===== src/rtl/unidade_controle_ula_pkg.sv =====
// Shared types and constants for the RV64 multicycle control unit:
// FSM states, decoded operations, opcode/funct encodings and ALU operand selects.
package pkg_controle;

    typedef enum logic [2:0] {
        BUSCA,
        DECODIFICA,
        EXECUTA,
        MEMORIA,
        ESCRITA,
        ILEGAL
    } estado_t;

    typedef enum logic [2:0] {
        ADD,
        SUB,
        ADDI,
        LD,
        SD,
        BEQ,
        INV
    } operacao_t;

    localparam logic [6:0] OPC_OP     = 7'b0110011;
    localparam logic [6:0] OPC_OP_IMM = 7'b0010011;
    localparam logic [6:0] OPC_LOAD   = 7'b0000011;
    localparam logic [6:0] OPC_STORE  = 7'b0100011;
    localparam logic [6:0] OPC_BRANCH = 7'b1100011;

    localparam logic [2:0] F3_ADD_SUB = 3'b000;
    localparam logic [2:0] F3_DOUBLE  = 3'b011;
    localparam logic [2:0] F3_BEQ     = 3'b000;
    localparam logic [6:0] F7_ADD     = 7'b0000000;
    localparam logic [6:0] F7_SUB     = 7'b0100000;

    localparam logic [1:0] SEL_RS1 = 2'b00;
    localparam logic [1:0] SEL_RS2 = 2'b01;
    localparam logic [1:0] SEL_IMM = 2'b10;

    typedef struct packed {
        logic [1:0] entrada1;
        logic [1:0] entrada2;
        logic       subtraindo;
    } controle_ula_t;

    // ALU operand selects and add/sub control for a decoded operation.
    function automatic controle_ula_t controle_da_op(input operacao_t op);
        controle_ula_t c;
        c.entrada1   = SEL_RS1;
        c.entrada2   = SEL_RS2;
        c.subtraindo = 1'b0;
        case (op)
            SUB, BEQ:     c.subtraindo = 1'b1;
            ADDI, LD, SD: c.entrada2   = SEL_IMM;
            default:      ;
        endcase
        return c;
    endfunction

endpackage


===== src/rtl/unidade_controle_ula_decodificador.sv =====
// Combinational classifier: opcode/funct3/funct7 to the supported operation,
// anything outside the base subset maps to INV.
module decodificador_instrucao
    import pkg_controle::*;
(
    input  logic [6:0] opcode,
    input  logic [2:0] funct3,
    input  logic [6:0] funct7,
    output logic [2:0] operacao
);

    operacao_t op;

    always_comb begin
        op = INV;
        case (opcode)
            OPC_OP: begin
                if (funct3 == F3_ADD_SUB) begin
                    if (funct7 == F7_ADD)      op = ADD;
                    else if (funct7 == F7_SUB) op = SUB;
                end
            end
            OPC_OP_IMM: if (funct3 == F3_ADD_SUB) op = ADDI;
            OPC_LOAD:   if (funct3 == F3_DOUBLE)  op = LD;
            OPC_STORE:  if (funct3 == F3_DOUBLE)  op = SD;
            OPC_BRANCH: if (funct3 == F3_BEQ)     op = BEQ;
            default:    ;
        endcase
    end

    assign operacao = op;

endmodule


===== src/rtl/unidade_controle_ula.sv =====
// Multicycle control unit: fetch over req/ready, decode, then sequence ALU,
// memory, register-file and PC strobes. Every output is forced low during reset.
module unidade_controle_ula
    import pkg_controle::*;
#(
    parameter int BITS = 64
) (
    input  logic       clk,
    input  logic       reset,
    input  logic [31:0] instrucao,
    input  logic       zero,
    input  logic       mem_pronta,
    output logic       mem_req,
    output logic       mem_escreve,
    output logic       endereco_ula,
    output logic       carrega_ir,
    output logic       carrega_pc,
    output logic       pc_fonte,
    output logic       escreve_reg,
    output logic       fonte_escrita,
    output logic [1:0] escolhe_entrada1,
    output logic [1:0] escolhe_entrada2,
    output logic       subtraindo,
    output logic       soma_ou_subtrai,
    output logic       instrucao_concluida,
    output logic       ilegal
);

    // The 32-bit instruction only fits the latch on datapaths at least 32 bits wide.
    localparam logic BITS_OK = (BITS >= 32);

    estado_t       estado, proximo;
    operacao_t     op_reg;
    logic [6:0]    opcode_q, funct7_q;
    logic [2:0]    funct3_q;
    logic [2:0]    op_dec_bits;
    operacao_t     op_dec;
    controle_ula_t ctl;
    logic          unused_campos;

    // Register and immediate fields are consumed by the datapath, not here.
    assign unused_campos = ^{instrucao[24:15], instrucao[11:7]};

    decodificador_instrucao u_decodificador (
        .opcode   (opcode_q),
        .funct3   (funct3_q),
        .funct7   (funct7_q),
        .operacao (op_dec_bits)
    );

    assign op_dec = operacao_t'(op_dec_bits);
    assign ctl    = controle_da_op(op_reg);

    always_ff @(posedge clk or posedge reset) begin
        if (reset) begin
            estado   <= BUSCA;
            op_reg   <= INV;
            opcode_q <= '0;
            funct3_q <= '0;
            funct7_q <= '0;
        end else begin
            estado <= proximo;
            if (estado == BUSCA && mem_pronta && BITS_OK) begin
                opcode_q <= instrucao[6:0];
                funct3_q <= instrucao[14:12];
                funct7_q <= instrucao[31:25];
            end
            if (estado == DECODIFICA) op_reg <= op_dec;
        end
    end

    always_comb begin
        proximo             = estado;
        mem_req             = 1'b0;
        mem_escreve         = 1'b0;
        endereco_ula        = 1'b0;
        carrega_ir          = 1'b0;
        carrega_pc          = 1'b0;
        pc_fonte            = 1'b0;
        escreve_reg         = 1'b0;
        fonte_escrita       = 1'b0;
        escolhe_entrada1    = SEL_RS1;
        escolhe_entrada2    = SEL_RS1;
        subtraindo          = 1'b0;
        soma_ou_subtrai     = 1'b0;
        instrucao_concluida = 1'b0;
        ilegal              = 1'b0;

        if (!reset) begin
            // ALU controls stay valid from EXECUTA through the last cycle of the instruction.
            if (estado == EXECUTA || estado == MEMORIA || estado == ESCRITA) begin
                escolhe_entrada1 = ctl.entrada1;
                escolhe_entrada2 = ctl.entrada2;
                subtraindo       = ctl.subtraindo;
                soma_ou_subtrai  = 1'b1;
            end

            case (estado)
                BUSCA: begin
                    mem_req = 1'b1;
                    if (mem_pronta) begin
                        carrega_ir = 1'b1;
                        proximo    = DECODIFICA;
                    end
                end
                DECODIFICA: proximo = (op_dec == INV) ? ILEGAL : EXECUTA;
                EXECUTA: begin
                    case (op_reg)
                        BEQ: begin
                            carrega_pc          = 1'b1;
                            pc_fonte            = zero;
                            instrucao_concluida = 1'b1;
                            proximo             = BUSCA;
                        end
                        LD, SD:  proximo = MEMORIA;
                        default: proximo = ESCRITA;
                    endcase
                end
                MEMORIA: begin
                    mem_req      = 1'b1;
                    endereco_ula = 1'b1;
                    mem_escreve  = (op_reg == SD);
                    if (mem_pronta) begin
                        if (op_reg == SD) begin
                            carrega_pc          = 1'b1;
                            instrucao_concluida = 1'b1;
                            proximo             = BUSCA;
                        end else begin
                            proximo = ESCRITA;
                        end
                    end
                end
                ESCRITA: begin
                    escreve_reg         = 1'b1;
                    fonte_escrita       = (op_reg == LD);
                    carrega_pc          = 1'b1;
                    instrucao_concluida = 1'b1;
                    proximo             = BUSCA;
                end
                ILEGAL:  ilegal  = 1'b1;
                default: proximo = BUSCA;
            endcase
        end
    end

endmodule


===== config.mk =====
export PLATFORM = sky130hd
export DESIGN_NAME = unidade_controle_ula
export DESIGN_NICKNAME = d
export VERILOG_FILES = /design/src/rtl/unidade_controle_ula_pkg.sv /design/src/rtl/unidade_controle_ula_decodificador.sv /design/src/rtl/unidade_controle_ula.sv
export SDC_FILE = /design/constraint.sdc
export NUM_CORES = 1
export LEC_CHECK = 0
export BUFFER_PORTS_ARGS = -buffer_cell sky130_fd_sc_hd__buf_2
export CORE_ASPECT_RATIO = 0.7
export CORE_UTILIZATION = 49
export DETAILED_ROUTE_END_ITERATION = 8
export MAX_ROUTING_LAYER = met4
export PLACE_DENSITY = 0.81
export SLEW_MARGIN = 20
export SYNTH_ARGS = -nofsm -noshare
export SYNTH_HDL_FRONTEND = slang
export SYNTH_SLANG_ARGS = --single-unit

===== constraint.sdc =====
create_clock -name clk -period 1.9 [get_ports clk]
set_clock_uncertainty 0.1 [all_clocks]
set_input_delay 0.38 -clock clk [delete_from_list [all_inputs] [get_ports clk]]
set_output_delay 0.38 -clock clk [all_outputs]
set_load 0.005 [all_outputs]

==> results of run 1 <==
## routing by layer
metal	GRT usage, %	vias to the layer above	wire length (um)	share of wire [%]
met5	-	-	0	0
met4	10.43	0	109	2.8
met3	5.198	12	191	4.9
met2	46.53	51	1991	51
met1	30.05	609	1584	41
li1	-	577	-	-
## tightest hold or removal path: cells and delay by family
| kind | cells | cell delay [ns] |
|---|---|---|
| buffers and inverters | 3 | 0.55 |
## cell families (layout without fill, tap and decap cells)
kind of cell,after synthesis,count (layout),share of synthesized area [%]
other,1,2,0.2693
XOR/XNOR,1,1,0.6290
flip-flops,23,23,41.51
multiplexers,18,18,14.38
AO/OA/AOI/OAI,23,23,14.20
buffers and inverters,15,65,7.367
AND/OR/NAND/NOR,53,53,21.65
## synth_stat cells (2+ instances only)
| master | number |
|---|---|
| nor4_1 | 4 |
| a21oi_1 | 2 |
| mux2_2 | 16 |
| dfstp_2 | 2 |
| or3_1 | 2 |
| nand2b_1 | 4 |
| nor4b_1 | 2 |
| nor3_1 | 4 |
| nor2_1 | 11 |
| nand3_1 | 2 |
| dfrtp_1 | 21 |
| buf_6 | 4 |
| buf_4 | 4 |
| inv_1 | 4 |
| nand2_1 | 13 |
| mux2i_1 | 2 |
| o21ai_0 | 6 |
| clkbuf_1 | 2 |
| nor2b_1 | 2 |
## per-stage QoR
step                      total power [mW]  area [um2]
after global routing                 2.568        1844
after floorplan                      1.621        1396
after global placement               1.780        1595
final                                2.429        1844
after CTS                            2.244        1743
after detailed placement             1.857        1595
## final cells by class
class	count	area [um2]
clock buffers	3	41.29
clock inverters	1	7.507
multi-input cells	97	793.3
well taps	34	42.54
fillers	170	726.9
inverters	4	15.01
repair buffers	57	364.1
flip-flops and latches	23	580.6
## report_power, final
part           internal (mW)  switching (mW)  total, mW
clock                  0.149           0.164      0.313
combinational          0.621           0.585       1.21
sequential             0.709           0.202      0.911
## path summary, 6_finish.rpt
check | from | end | cells after the start
worst max-delay path | estado[0]$_DFFE_PP0P_ | carrega_ir | 5
worst min-delay path | reset | funct3_q[2]$_DFFE_PP0P_ | 3
worst max register to register | estado[0]$_DFFE_PP0P_ | funct3_q[0]$_DFFE_PP0P_ | 6
worst min register to register | opcode_q[0]$_DFFE_PP0P_ | opcode_q[0]$_DFFE_PP0P_ | 1
max in group asynchronous | reset | op_reg[1]$_DFFE_PP1N_ | 3
min in group clk | instrucao[5] | opcode_q[5]$_DFFE_PP0P_ | 3
## repair_timing
action	in CTS	in global routing
pin swaps	1	7
setup buffers	10	4
hold buffers	0	0
endpoints found under the setup margin	9	12
gates resized for setup	7	17
==> results.toml, run 1 <==
[outcome]
status = "finished with violations"
violations = "setup timing"

[run]
cap_violations = 0

[power]
irDropWorstVdd_uv = 776.8
leakagePower_nw = 0.8197
pwr_density_cell_nw_per_um2 = 1317

[clock_network]
cts_buffers = 3
cts_tree = "done"
clock_path_buffers = 2
cts_root_buffer = "clkbuf_8"
htree_levels = 1
clk_latency_ns = 0.27
clock_sink_count = 23
cts.clk_slew.worst_paths_ns = 0.08

[die]
io_pins = 52
die_area_um2 = 3063
fp.dieH_um = 46.61
die_w_um = 65.72
core_area_um2 = 2571
initial_core_util_pct = 54.16
num_rows = 15

[logic_synthesis]
synth_edf_count = 0
synth_flop_cell = "dfrtp_1"
postSynthCellCount = 134
synth_top_area_share_pct = 37.74
ys.warnings.count = 0
synth_top_cells_by_area = "dfrtp_1 (38%), mux2_2 (13%), dfstp_2 (3.8%)"
synth_cell_types = 46
seq_area_frac_synth_pct = 41.51
yosys.area.top_type = "dfrtp_1"
syn_area_per_cell_um2 = 10.39
netlist_area_um2 = 1393
async_reset_ff_share_pct = 100.0
ys_ff_latch = 23

[worst_setup_path]
cpMostUsedCell = "buf_6"
crit_path_max_fanout = 5
cp-start-kind = "flop"
required_ns = 1.42
cp.arrival_ns = 1.56
critPathBufInv = 3
cp_slowest_cell = "dfrtp_2"
endpoint_kind = "output port"
worstPathCellList = "buf_6 -> nor4b_4 -> buf_4 -> and2_4 -> buf_6"
ff2ff_setup_slack_ns = 0.01
critical_path_class = "flop to output port"
critical-path-top-delay-family = "flip-flops"
cpPeakStageDelay_ns = 0.45

[global_routing]
grt_usage_pct = 26.40
first_global_vias = 1220
gr-total-overflow = 0
antenna_found_initial = 0
grt_max_degree = 16
grt_pass1_wl_mm = 5.651

[detailed_routing]
vias = 1249
totalWireLength_mm = 3.876
dr.pass1.iters = 4
wl_per_cell_um = 17.70
postRouteAntennaNets = 0
detail_route.vias_per_cell = 5.703
drcViolationCount = 0
dr.first_iter.drc_count = 118

[cells_and_area]
post-route-util_pct = 71.73
final_common_cell = "buf_2"
nNetsFinal = 222
stdcell_count = 219
reg_top3 = "funct7_q: 7 flops, opcode_q: 7 flops"
syn_to_final_growth_pct = 32.43
final_cell_mix = "buf_2 (33), buf_4 (20), dfrtp_1 (19)"
layout-drive-gt1-share_pct = 55.68
diodes = 0

[placed_design]
place_inst = 201
place.port_buffers = 34
place_ws_ns = 0.06848
dp_hpwl_mm = 2.285
gp_congestion = 0.8514

[sta]
hold_viol = 0
finalSetupViolCount = 6
drv_slew = 0
rsz0062_at_grt = "true"
worst_hold_slack_ns = 0.2074
finalCritPeriodShare_pct = 107.4
max_freq_ghz = 0.4899
post-route-min-period_ns = 2.041
setup_ws_ns = -0.1413
tns_ns = -0.5276

[worst_hold_path]
hold_path_class = "input pin to async pin"
Note: power is estimated with default switching activity, not from simulation.
==> run 2: changes to the inputs <==
Settings changed: CTS_BUF_LIST set to sky130_fd_sc_hd__clkbuf_16.
==> run 2 against run 1 <==
Net effect:
- the flow still finishes with violations (setup timing)
- first-iteration DRC count decreased by 37%
- flip-flop and latch count stayed put
- critical path depth shrank 1
- total power grew 3.4%
- maximum frequency increased by 2.0%
- combinational power shrank 6%
- largest power group unchanged
==> results.toml, run 2 (same netlist as run 1, synthesis figures left out) <==
[worst_setup_path]
worstPathCellList = "buf_4 -> xor2_2 -> nor3_1 -> buf_2"
ff2ff_setup_slack_ns = 0.02
cp-start-kind = "flop"
reg2regPathDepth = 7
cp.arrival_ns = 1.52
endpoint_kind = "output port"
crit_path_max_fanout = 5
r2r_end = "estado[2]$_DFFE_PP0P_"
rr_startpoint = "estado[0]$_DFFE_PP0P_"
critical_path_class = "flop to output port"
cpPeakStageDelay_ns = 0.45
cp_slowest_cell = "dfrtp_2"
required_ns = 1.42

[die]
num_rows = 15
core_area_um2 = 2571
io_pins = 52
initial_core_util_pct = 54.16
fp.dieH_um = 46.61
die_area_um2 = 3063
die_w_um = 65.72

[power]
seqPwrFrac_pct = 36.2
power_switching_uw = 935.6
power_frac_clock_pct = 18.3
p_total_mw = 2.512
swShare_pct = 37.24
p_int_mw = 1.577
pwr_density_cell_nw_per_um2 = 1383
combPwrFrac_pct = 45.6
leakagePower_nw = 0.8087
irDropWorstVdd_uv = 1102

[detailed_routing]
detail_route.vias_per_cell = 5.753
wl_per_cell_um = 16.52
totalWireLength_mm = 3.552
postRouteAntennaNets = 0
vias = 1237
dr.pass1.iters = 4
dr.first_iter.drc_count = 74
drcViolationCount = 0

[sta]
rsz0062_at_grt = "true"
finalCritPeriodShare_pct = 105.3
hold_viol = 0
max_freq_ghz = 0.4999
post-route-min-period_ns = 2.001
worst_hold_slack_ns = 0.1972
setup_ws_ns = -0.1005
finalSetupViolCount = 6
drv_slew = 0

[cells_and_area]
multiInputGateArea_um2 = 775.7
seqCellArea_um2 = 580.6
diodes = 0
layout-drive-gt1-share_pct = 53.04
fill_cells = 176
nNetsFinal = 218
reg_top3 = "funct7_q: 7 flops, opcode_q: 7 flops"
final_common_cell = "buf_2"
syn_to_final_growth_pct = 30.46
final_cell_mix = "buf_2 (34), dfrtp_1 (19), buf_4 (17)"
stdcell_count = 215

[clock_network]
clk_latency_ns = 0.26
cts_buffers = 3
clock_path_buffers = 2
cts_root_buffer = "clkbuf_16"
clock_sink_count = 23
holdBufCountCts = 0
cts.clk_slew.worst_paths_ns = 0.06
cts_tree = "done"
htree_levels = 1

[global_routing]
grt_pass1_wl_mm = 5.237
grt_usage_pct = 24.42
grt_max_degree = 16
first_global_vias = 1155
antenna_found_initial = 0
gr-total-overflow = 0

[placed_design]
dp_hpwl_mm = 2.285
place_ws_ns = 0.06848
place.port_buffers = 34
place_inst = 201
gp_congestion = 0.8514

[worst_hold_path]
hold_path_class = "input pin to async pin"

[run]
cap_violations = 0

[outcome]
status = "finished with violations"
violations = "setup timing"
==> run 2: power groups by stage <==
stage,Clock (mW),Combinational [mW],Sequential (mW)
after floorplan,0,0.792,0.829
after global placement,0,0.888,0.893
after detailed placement,0,0.938,0.918
after CTS,0.466,1.04,0.894
after global routing,0.489,1.22,0.940
final,0.459,1.14,0.908
==> run 2: critical path: cells and delay by family, from the launching register on <==
kind / cells / cell delay (ns)
xor gates and xnor gates: 1 / 0.18
and+or+nand+nor: 1 / 0.27
DFF: 1 / 0.45
buffers and inverters: 2 / 0.36
==> run 2: timing repair <==
action | CTS | global route
pin swaps | 1 | 3
setup endpoints to repair | 7 | 14
gates resized for setup | 6 | 10
setup buffers | 8 | 2
==> run 2: worst max path at each step <==
stage | from | to | depth (start not counted)
final | estado[0]$_DFFE_PP0P_ | mem_req | 4
after global routing | estado[1]$_DFFE_PP0P_ | instrucao_concluida | 5
after CTS | op_reg[2]$_DFFE_PP1N_ | pc_fonte | 5
after detailed placement | estado[1]$_DFFE_PP0P_ | pc_fonte | 5
after global placement | estado[1]$_DFFE_PP0P_ | pc_fonte | 5
after floorplan | reset | subtraindo | 3
==> run 2: area by class of cell <==
| cell class | count | area share, % |
|---|---|---|
| tap | 34 | 2.342 |
| clock inverter | 1 | 0.4132 |
| multi-input combinational | 97 | 42.70 |
| clock buffer | 3 | 4.132 |
| inverter | 4 | 0.8264 |
| sequential | 23 | 31.96 |
| timing repair buffer | 53 | 17.63 |
==> run 2: metal layers <==
layer	share of wire, %	track usage [%]
met3	5.7	6.683
met5	0	-
met2	51	41.63
met1	40	28.66
met4	2.8	6.957
==> run 2: per-stage QoR <==
step	TNS (ns)	util (%)	cell area, um2
6_report	-0.4075	70.66	1817
5_1_grt	-0.9528	70.66	1817
4_1_cts	-0.1106	68.27	1755
3_5_place_dp	0	62.04	1595
3_3_place_gp	0	62.04	1595
2_1_floorplan	0	-	1396
